File: src/rtl/sap_ram_prog.sv
// Parametrised SAP-1 program/data RAM. It has a sequenced clear-on-reset engine
// and an edge-strobed program loader that auto-increments its own address.
module sap_ram_prog #(
  parameter int DATA_W         = 8,
  parameter int ADDR_W         = 4,
  parameter bit CLEAR_ON_RESET = 1'b1
) (
  input  logic              clk,
  input  logic              clr_n,
  input  logic [DATA_W-1:0] BusIn,
  input  logic [ADDR_W-1:0] Addrs,
  input  logic              RAMIn,
  input  logic              RAMOut,
  input  logic              ProgMode,
  input  logic              ProgStrobe,
  input  logic [DATA_W-1:0] ProgData,
  output logic [DATA_W-1:0] BusOut,
  output logic              BusOutEn,
  output logic              Busy,
  output logic [ADDR_W-1:0] ProgAddr,
  output logic              ProgWrap
);

  localparam int DEPTH = 2 ** ADDR_W;
  localparam logic [ADDR_W-1:0] LAST_ADDR = {ADDR_W{1'b1}};

  typedef enum logic [1:0] {
    ST_CLEAR = 2'd0,
    ST_IDLE  = 2'd1,
    ST_PROG  = 2'd2
  } state_t;

  state_t            state;
  state_t            state_next;
  logic [ADDR_W-1:0] clr_cnt;
  logic              strobe_q;
  logic              strobe_rise;
  logic              mem_we;
  logic [ADDR_W-1:0] mem_waddr;
  logic [DATA_W-1:0] mem_wdata;
  logic [DATA_W-1:0] mem [DEPTH];

  assign strobe_rise = ProgStrobe & ~strobe_q;
  assign Busy        = (state == ST_CLEAR);

  always_ff @(posedge clk) begin
    if (!clr_n) state <= CLEAR_ON_RESET ? ST_CLEAR : ST_IDLE;
    else        state <= state_next;
  end

  // All memory writes go through one port. The mode selects the source.
  always_comb begin
    state_next = state;
    mem_we     = 1'b0;
    mem_waddr  = Addrs;
    mem_wdata  = BusIn;
    case (state)
      ST_CLEAR: begin
        mem_we    = 1'b1;
        mem_waddr = clr_cnt;
        mem_wdata = '0;
        if (clr_cnt == LAST_ADDR) state_next = ST_IDLE;
      end
      ST_IDLE: begin
        if (ProgMode)   state_next = ST_PROG;
        else if (RAMIn) mem_we     = 1'b1;
      end
      ST_PROG: begin
        if (!ProgMode) begin
          state_next = ST_IDLE;
        end else if (strobe_rise) begin
          mem_we    = 1'b1;
          mem_waddr = ProgAddr;
          mem_wdata = ProgData;
        end
      end
      default: state_next = ST_IDLE;
    endcase
  end

  always_ff @(posedge clk) begin
    if (clr_n && mem_we) mem[mem_waddr] <= mem_wdata;
  end

  always_ff @(posedge clk) begin
    if (!clr_n) begin
      clr_cnt  <= '0;
      BusOut   <= '0;
      BusOutEn <= 1'b0;
      ProgAddr <= '0;
      ProgWrap <= 1'b0;
      strobe_q <= 1'b0;
    end else begin
      strobe_q <= ProgStrobe;
      ProgWrap <= 1'b0;
      BusOut   <= '0;
      BusOutEn <= 1'b0;
      if (state == ST_CLEAR) clr_cnt <= clr_cnt + 1'b1;
      if (state == ST_IDLE && ProgMode) ProgAddr <= '0;
      // The read samples the old word, so a same-address write is read-first.
      if (state == ST_IDLE && !ProgMode && RAMOut) begin
        BusOut   <= mem[Addrs];
        BusOutEn <= 1'b1;
      end
      if (state == ST_PROG && ProgMode && strobe_rise) begin
        ProgAddr <= ProgAddr + 1'b1;
        ProgWrap <= (ProgAddr == LAST_ADDR);
      end
    end
  end

endmodule

File: config.mk
export PLATFORM = sky130hd
export DESIGN_NAME = sap_ram_prog
export DESIGN_NICKNAME = d
export VERILOG_FILES = /design/src/rtl/sap_ram_prog.sv
export SDC_FILE = /design/constraint.sdc
export NUM_CORES = 1
export LEC_CHECK = 0
export CORE_UTILIZATION = 53
export DETAILED_ROUTE_END_ITERATION = 7
export PLACE_DENSITY = 0.76
export SLEW_MARGIN = 40
export SYNTH_ARGS = -nofsm -noshare
export SYNTH_HDL_FRONTEND = slang
export SYNTH_SLANG_ARGS = --single-unit
File: constraint.sdc
create_clock -name clk -period 2.6 [get_ports clk]
set_input_delay 0.52 -clock clk [delete_from_list [all_inputs] [get_ports clk]]
set_output_delay 0.52 -clock clk [all_outputs]
set_load 0.02 [all_outputs]
==> results of run 1 <==
state kept, by name, indices dropped and copies added (netlist names):
register,cells
mem,128
BusOut,8
ProgAddr,4
clr_cnt,4
state,2
BusOutEn,1
ProgWrap,1
strobe_q,1
synth_stat cells (2+ instances only):
| cell | instances |
|---|---|
| buf_6 | 3 |
| mux4_2 | 32 |
| mux2i_1 | 18 |
| a22o_1 | 10 |
| and3_1 | 3 |
| dfxtp_1 | 21 |
| ha_1 | 2 |
| a21oi_1 | 8 |
| nor4_1 | 16 |
| a221oi_2 | 2 |
| inv_1 | 2 |
| o21ai_0 | 4 |
| or3_1 | 2 |
| o22ai_1 | 8 |
| edfxtp_1 | 128 |
| buf_2 | 7 |
| and2_1 | 5 |
| nand3b_1 | 3 |
| o221ai_1 | 2 |
| xor2_1 | 2 |
| nor2_1 | 5 |
| a221o_1 | 2 |
| nand3_1 | 4 |
| nand2_1 | 5 |
| buf_1 | 2 |
| clkbuf_1 | 7 |
cell type report:
class | count | area [um^2] | area share
tap | 140 | 175 | 0.0236
timing repair buffer | 82 | 823 | 0.111
clock inverter | 14 | 155 | 0.0209
multi-input combinational | 148 | 1590 | 0.214
inverter | 2 | 7.51 | 0.00101
sequential | 149 | 4260 | 0.573
clock buffer | 18 | 418 | 0.0562
kinds of logic after synthesis:
| kind of cell | Yosys count | share of synthesized area |
|---|---|---|
| XOR/XNOR | 3 | 0.00441 |
| flip-flops | 149 | 0.715 |
| adder cells (fa/ha/maj) | 2 | 0.00419 |
| buffers and inverters | 21 | 0.0185 |
| AND/OR/NAND/NOR | 50 | 0.0522 |
| AO/OA/AOI/OAI | 43 | 0.0550 |
| multiplexers | 50 | 0.151 |
final timing paths:
path	from	to	slack [ns]
min	clr_cnt[0]	clr_cnt[0]	0.52
max reg2reg	state[0]	mem[15][3]	0.31
max	state[0]	Busy	0.19
min reg2reg	clr_cnt[0]	clr_cnt[0]	0.52
critical path, stage by stage (launching register included):
cell	delay (ns)
dfxtp_1	0.41
nor2_2	0.29
clkdlybuf4s50_1	0.67
report_power, final:
part / leakage, nW / internal [mW] / total [mW] / switching [mW]
combinational: 0.912 / 0.137 / 0.261 / 0.125
sequential: 1.42 / 2.59 / 2.60 / 0.0114
clock: 0.264 / 1.37 / 2.32 / 0.944
total: 2.60 / 4.10 / 5.18 / 1.08
routing by layer:
layer	global-route usage	routed length (um)
met1	0.333	5430
met2	0.396	6570
met3	0.0506	776
met4	0.121	395
met5	0	0
==> impl_results.rst, run 1 <==
.. list-table::
   :header-rows: 1

   * - Metric
     - Value
   * - Run status
     - finished clean
   * - Cell variety after synth
     - 41
   * - Number of DRC violations after detailed routing
     - 0
   * - Largest net degree at the start of global routing
     - 33
   * - First-pass GRT wire length
     - 20100 um
   * - Antenna violations before repair
     - 0
   * - Final period utilization
     - 0.927
   * - Routed via count
     - 3438
   * - Nets
     - 428
   * - Gates resized, CTS repair
     - 0
   * - Worst Hold Slack
     - 0.521 ns
   * - Arrival time of the worst setup path
     - 1.89 ns
   * - Synth top area cells
     - edfxtp_1, mux4_2, dfxtp_1, mux2i_1, nor4_1
   * - Per-instance average area after synthesis
     - 18.8 um^2
   * - Maximum clock frequency
     - 415 MHz
   * - Cell depth of the worst min-delay path
     - 2
   * - Ratio of cells with drive above 1 in the final layout
     - 0.271
   * - Remaining antenna violation count
     - 0
   * - Die extent in x
     - 108 um
   * - Syn Std Cell Area
     - 0.00597 mm^2
   * - Total of flip-flops plus latches after synthesis
     - 149
   * - Global-route usage over all layers
     - 0.250
   * - # Max-Cap Violations
     - 0
   * - Fillers
     - 688
   * - Post-Route Skew
     - 0.00620 ns
   * - P per Cell Area
     - 697 mW/mm^2
   * - Number of DRC violations after detailed-routing iteration 0
     - 221
   * - Clock slew at the register clock pins of the worst setup and hold paths
     - 0.06 ns
   * - CTS H-tree lvls
     - 4
   * - Detailed Routing Iterations Pass 1
     - 4
   * - Count of warnings emitted by yosys
     - 0
   * - Num CTS Buffers
     - 17
   * - Post-synth net total
     - 346
   * - Kind of end point of the critical path
     - output port
   * - Depth of the most critical reg-to-reg path
     - 6
   * - Number of buffers inserted by post-CTS setup repair
     - 0
   * - Via count of the first global-routing pass
     - 3467
   * - Average detailed-routed wire length per instance
     - 23.8 um
   * - Leading cell type in the layout, fill and taps excluded
     - edfxtp_1
   * - Required time of the critical path
     - 2.08 ns
   * - Post-Route Utilization
     - 0.683
   * - Clock tree buffer depth
     - 2
   * - Worst-case vdd ir drop
     - 0.329 mV
   * - Most used flip-flop cell after synthesis
     - edfxtp_1
   * - Number of input and output port buffers inserted
     - 40
   * - Class of the worst hold path
     - reg -> reg
   * - Area added between synthesis and finish
     - 24.7%
   * - Top cell type by total area after synthesis
     - edfxtp_1
   * - Antenna Diode Count
     - 0
   * - Number of setup violations in the final report
     - 0
   * - Crit Path Max Fanout
     - 8
   * - Top library cells by usage in the layout, fill and taps aside
     - edfxtp_1, clkdlybuf4s50_1, buf_4
   * - Post-DP HPWL
     - 8230 um
   * - Post-cts hold buffer count
     - 0
   * - Number of placed instances with taps included
     - 521
   * - Worst slack after detailed placement
     - -0.218 ns
   * - Type of origin of the critical path
     - flip-flop
   * - Effective utilization at floorplan
     - 0.548
   * - Placeable core region
     - 0.0109 mm^2
   * - Die extent in y
     - 108 um
   * - Design Area, Final
     - 0.00744 mm^2
   * - Synthesized instance count
     - 318
   * - Total negative setup slack
     - 0 ns
   * - Start-to-end type of the worst setup path
     - reg -> out
   * - # clock sinks
     - 149
   * - Final global-route overflow total
     - 0
   * - Number of cells in the finished layout apart from fillers
     - 553
   * - Slew margin rel.
     - 0.525
   * - Gp weighted congestion
     - 0.830
   * - Leakage power figure
     - 2.60 nW
   * - TritonCTS clock tree
     - yes
   * - Via density per instance
     - 6.22
   * - Tightest Pin Transition
     - 0.713 ns
   * - Die area
     - 0.0117 mm^2
   * - Number of pins exceeding their max-slew limit in the final report
     - 0
   * - RSZ-0062 raised after global routing
     - false
   * - Number of endpoints with negative hold slack in the final report
     - 0
   * - Aggregate routed wire length
     - 13200 um
   * - Fraction of registers with async set/reset
     - 0
   * - Total number of placement rows
     - 38
   * - Buffer cell driving the clock tree root
     - clkbuf_8
   * - Portion of synthesized cell area occupied by the leading cell type
     - 0.644
   * - Clock insertion delay at the later pin of the skew report
     - 0.52 ns
   * - Post-synthesis sequential area ratio
     - 0.715
   * - Top-Level Pins
     - 41
   * - EDFF count, synth
     - 128
   * - Final critical path time including I/O delays and setup
     - 2.41 ns
   * - Overall power
     - 5.18 mW
   * - Final worst-path setup slack
     - 0.190 ns
   * - Placed inst area
     - 0.00686 mm^2
Power figures use the tool's default switching activity.
==> run 2, diff against run 1 <==
--- a/config.mk
+++ b/config.mk
@@ -7,7 +7,7 @@
 export LEC_CHECK = 0
 export CORE_UTILIZATION = 53
 export DETAILED_ROUTE_END_ITERATION = 7
-export PLACE_DENSITY = 0.76
+export PLACE_DENSITY = 0.86
 export SLEW_MARGIN = 40
 export SYNTH_ARGS = -nofsm -noshare
 export SYNTH_HDL_FRONTEND = slang
==> impl_results.rst, run 2 (same netlist as run 1, synthesis figures left out) <==
.. list-table::
   :header-rows: 1

   * - Metric
     - Value
   * - Post-Route Utilization
     - 0.678
   * - Number of setup violations in the final report
     - 0
   * - Post-cts hold buffer count
     - 0
   * - Met1 Resource Use GR
     - 0.327
   * - Post-DP HPWL
     - 8480 um
   * - RSZ-0062 raised after global routing
     - false
   * - Depth of the most critical reg-to-reg path
     - 5
   * - Die extent in y
     - 108 um
   * - Clock insertion delay at the later pin of the skew report
     - 0.52 ns
   * - Final worst-path setup slack
     - 0.111 ns
   * - Maximum clock frequency
     - 402 MHz
   * - Die extent in x
     - 108 um
   * - Timing endpoint of the critical path
     - Busy
   * - Total number of placement rows
     - 38
   * - Slew margin rel.
     - 0.592
   * - Worst flop-to-flop path endpoint
     - mem[9][5]
   * - Largest net degree at the start of global routing
     - 33
   * - Number of pins exceeding their max-slew limit in the final report
     - 0
   * - Clock slew at the register clock pins of the worst setup and hold paths
     - 0.06 ns
   * - Average detailed-routed wire length per instance
     - 23.5 um
   * - Area added between synthesis and finish
     - 23.8%
   * - Effective utilization at floorplan
     - 0.548
   * - Final global-route overflow total
     - 0
   * - Leading cell type in the layout, fill and taps excluded
     - edfxtp_1
   * - Worst slack after detailed placement
     - -0.178 ns
   * - Number of DRC violations after detailed-routing iteration 0
     - 342
   * - Top flop regs
     - mem: 128 flops, BusOut: 8 flops
   * - Run status
     - finished clean
   * - Arrival time of the worst setup path
     - 1.97 ns
   * - Start-to-end type of the worst setup path
     - reg -> out
   * - Tightest Pin Transition
     - 0.612 ns
   * - Startpoint of the worst-slack reg-to-reg timing path
     - state[0]
   * - Start point of the critical path
     - state[0]
   * - # clock sinks
     - 149
   * - Antenna violations before repair
     - 0
   * - Number of cells in the finished layout apart from fillers
     - 552
   * - Gp weighted congestion
     - 0.855
   * - CTS H-tree lvls
     - 4
   * - Antenna Diode Count
     - 0
   * - Worst Hold Slack
     - 0.552 ns
   * - Kind of end point of the critical path
     - output port
   * - Leakage power figure
     - 2.59 nW
   * - Crit Path Max Fanout
     - 7
   * - Max reg flops
     - 128
   * - Number of input and output port buffers inserted
     - 40
   * - Global-route usage over all layers
     - 0.248
   * - Number of endpoints with negative hold slack in the final report
     - 0
   * - Hold path start
     - clr_cnt[0]
   * - Register-to-register path setup slack
     - 0.32 ns
   * - Overall power
     - 5.23 mW
   * - # Max-Cap Violations
     - 0
   * - Top library cells by usage in the layout, fill and taps aside
     - edfxtp_1, clkdlybuf4s50_1, buf_4
   * - Remaining antenna violation count
     - 0
   * - GR met3 Demand/Resource
     - 0.0567
   * - TritonCTS clock tree
     - yes
   * - Aggregate routed wire length
     - 13000 um
   * - Post-Route Skew
     - 0.0120 ns
   * - Most flops, register
     - mem
   * - Class of the worst hold path
     - reg -> reg
   * - Required time of the critical path
     - 2.08 ns
   * - Number of DRC violations after detailed routing
     - 0
   * - Num CTS Buffers
     - 17
   * - Placeable core region
     - 0.0109 mm^2
   * - Buffer cell driving the clock tree root
     - clkbuf_8
   * - Routed via count
     - 3455
   * - Worst-case vdd ir drop
     - 0.380 mV
   * - First-pass GRT wire length
     - 20200 um
   * - Via density per instance
     - 6.26
   * - Grt met2 use
     - 0.402
   * - P per Cell Area
     - 708 mW/mm^2
   * - Ratio of cells with drive above 1 in the final layout
     - 0.265
   * - Type of origin of the critical path
     - flip-flop
   * - Clock tree buffer depth
     - 2
   * - Top Usage Layer GRT
     - met2
   * - Via count of the first global-routing pass
     - 3554
   * - Die area
     - 0.0117 mm^2
   * - Nets
     - 427
   * - Detailed Routing Iterations Pass 1
     - 5
   * - Number of buffers inserted by post-CTS setup repair
     - 0
   * - Number of placed instances with taps included
     - 520
   * - Final critical path time including I/O delays and setup
     - 2.49 ns
   * - Top-Level Pins
     - 41
   * - Final period utilization
     - 0.957
   * - Gates resized, CTS repair
     - 0
==> run 2: layer usage <==
layer,share of wire,wire [um]
met2,0.50,6520
met1,0.40,5250
met3,0.072,932
met4,0.022,283
met5,0,0
==> run 2: cell type report <==
type | count | area [um^2]
flip-flops and latches | 149 | 4260
fillers | 692 | 3500
multi-input cells | 148 | 1590
repair buffers | 81 | 766
clock buffers | 20 | 455
well taps | 140 | 175
clock inverters | 12 | 126
inverters | 2 | 7.51
==> run 2: critical path, stage by stage (launching register included) <==
cell and delay [ns]:
dfxtp_1 0.39, nor2_1 0.36, clkdlybuf4s50_1 0.69
==> run 2: worst min-delay path by stage <==
stage	end	slack (ns)	cells past startpoint
after floorplan	clr_cnt[1]	0.48	2
after global placement	clr_cnt[0]	0.50	2
after detailed placement	clr_cnt[1]	0.53	2
after CTS	clr_cnt[0]	0.55	2
after global routing	clr_cnt[1]	0.58	2
final	clr_cnt[0]	0.55	2
==> run 2: report_power, final <==
| part | switching (mW) | total (mW) | leakage [nW] | internal (mW) |
|---|---|---|---|---|
| Clock | 0.928 | 2.37 | 0.279 | 1.44 |
| Combinational | 0.124 | 0.260 | 0.892 | 0.136 |
| Sequential | 0.0125 | 2.60 | 1.42 | 2.59 |
| Total | 1.06 | 5.23 | 2.59 | 4.17 |
==> run 2: through the flow <==
| step | cell area, um^2 | setup TNS [ns] |
|---|---|---|
| 2_1_floorplan | 5970 | -19.12 |
| 3_3_place_gp | 6800 | -8.62 |
| 3_5_place_dp | 6800 | -18.34 |
| 4_1_cts | 7390 | 0 |
| 5_1_grt | 7390 | 0 |
| 6_report | 7390 | 0 |
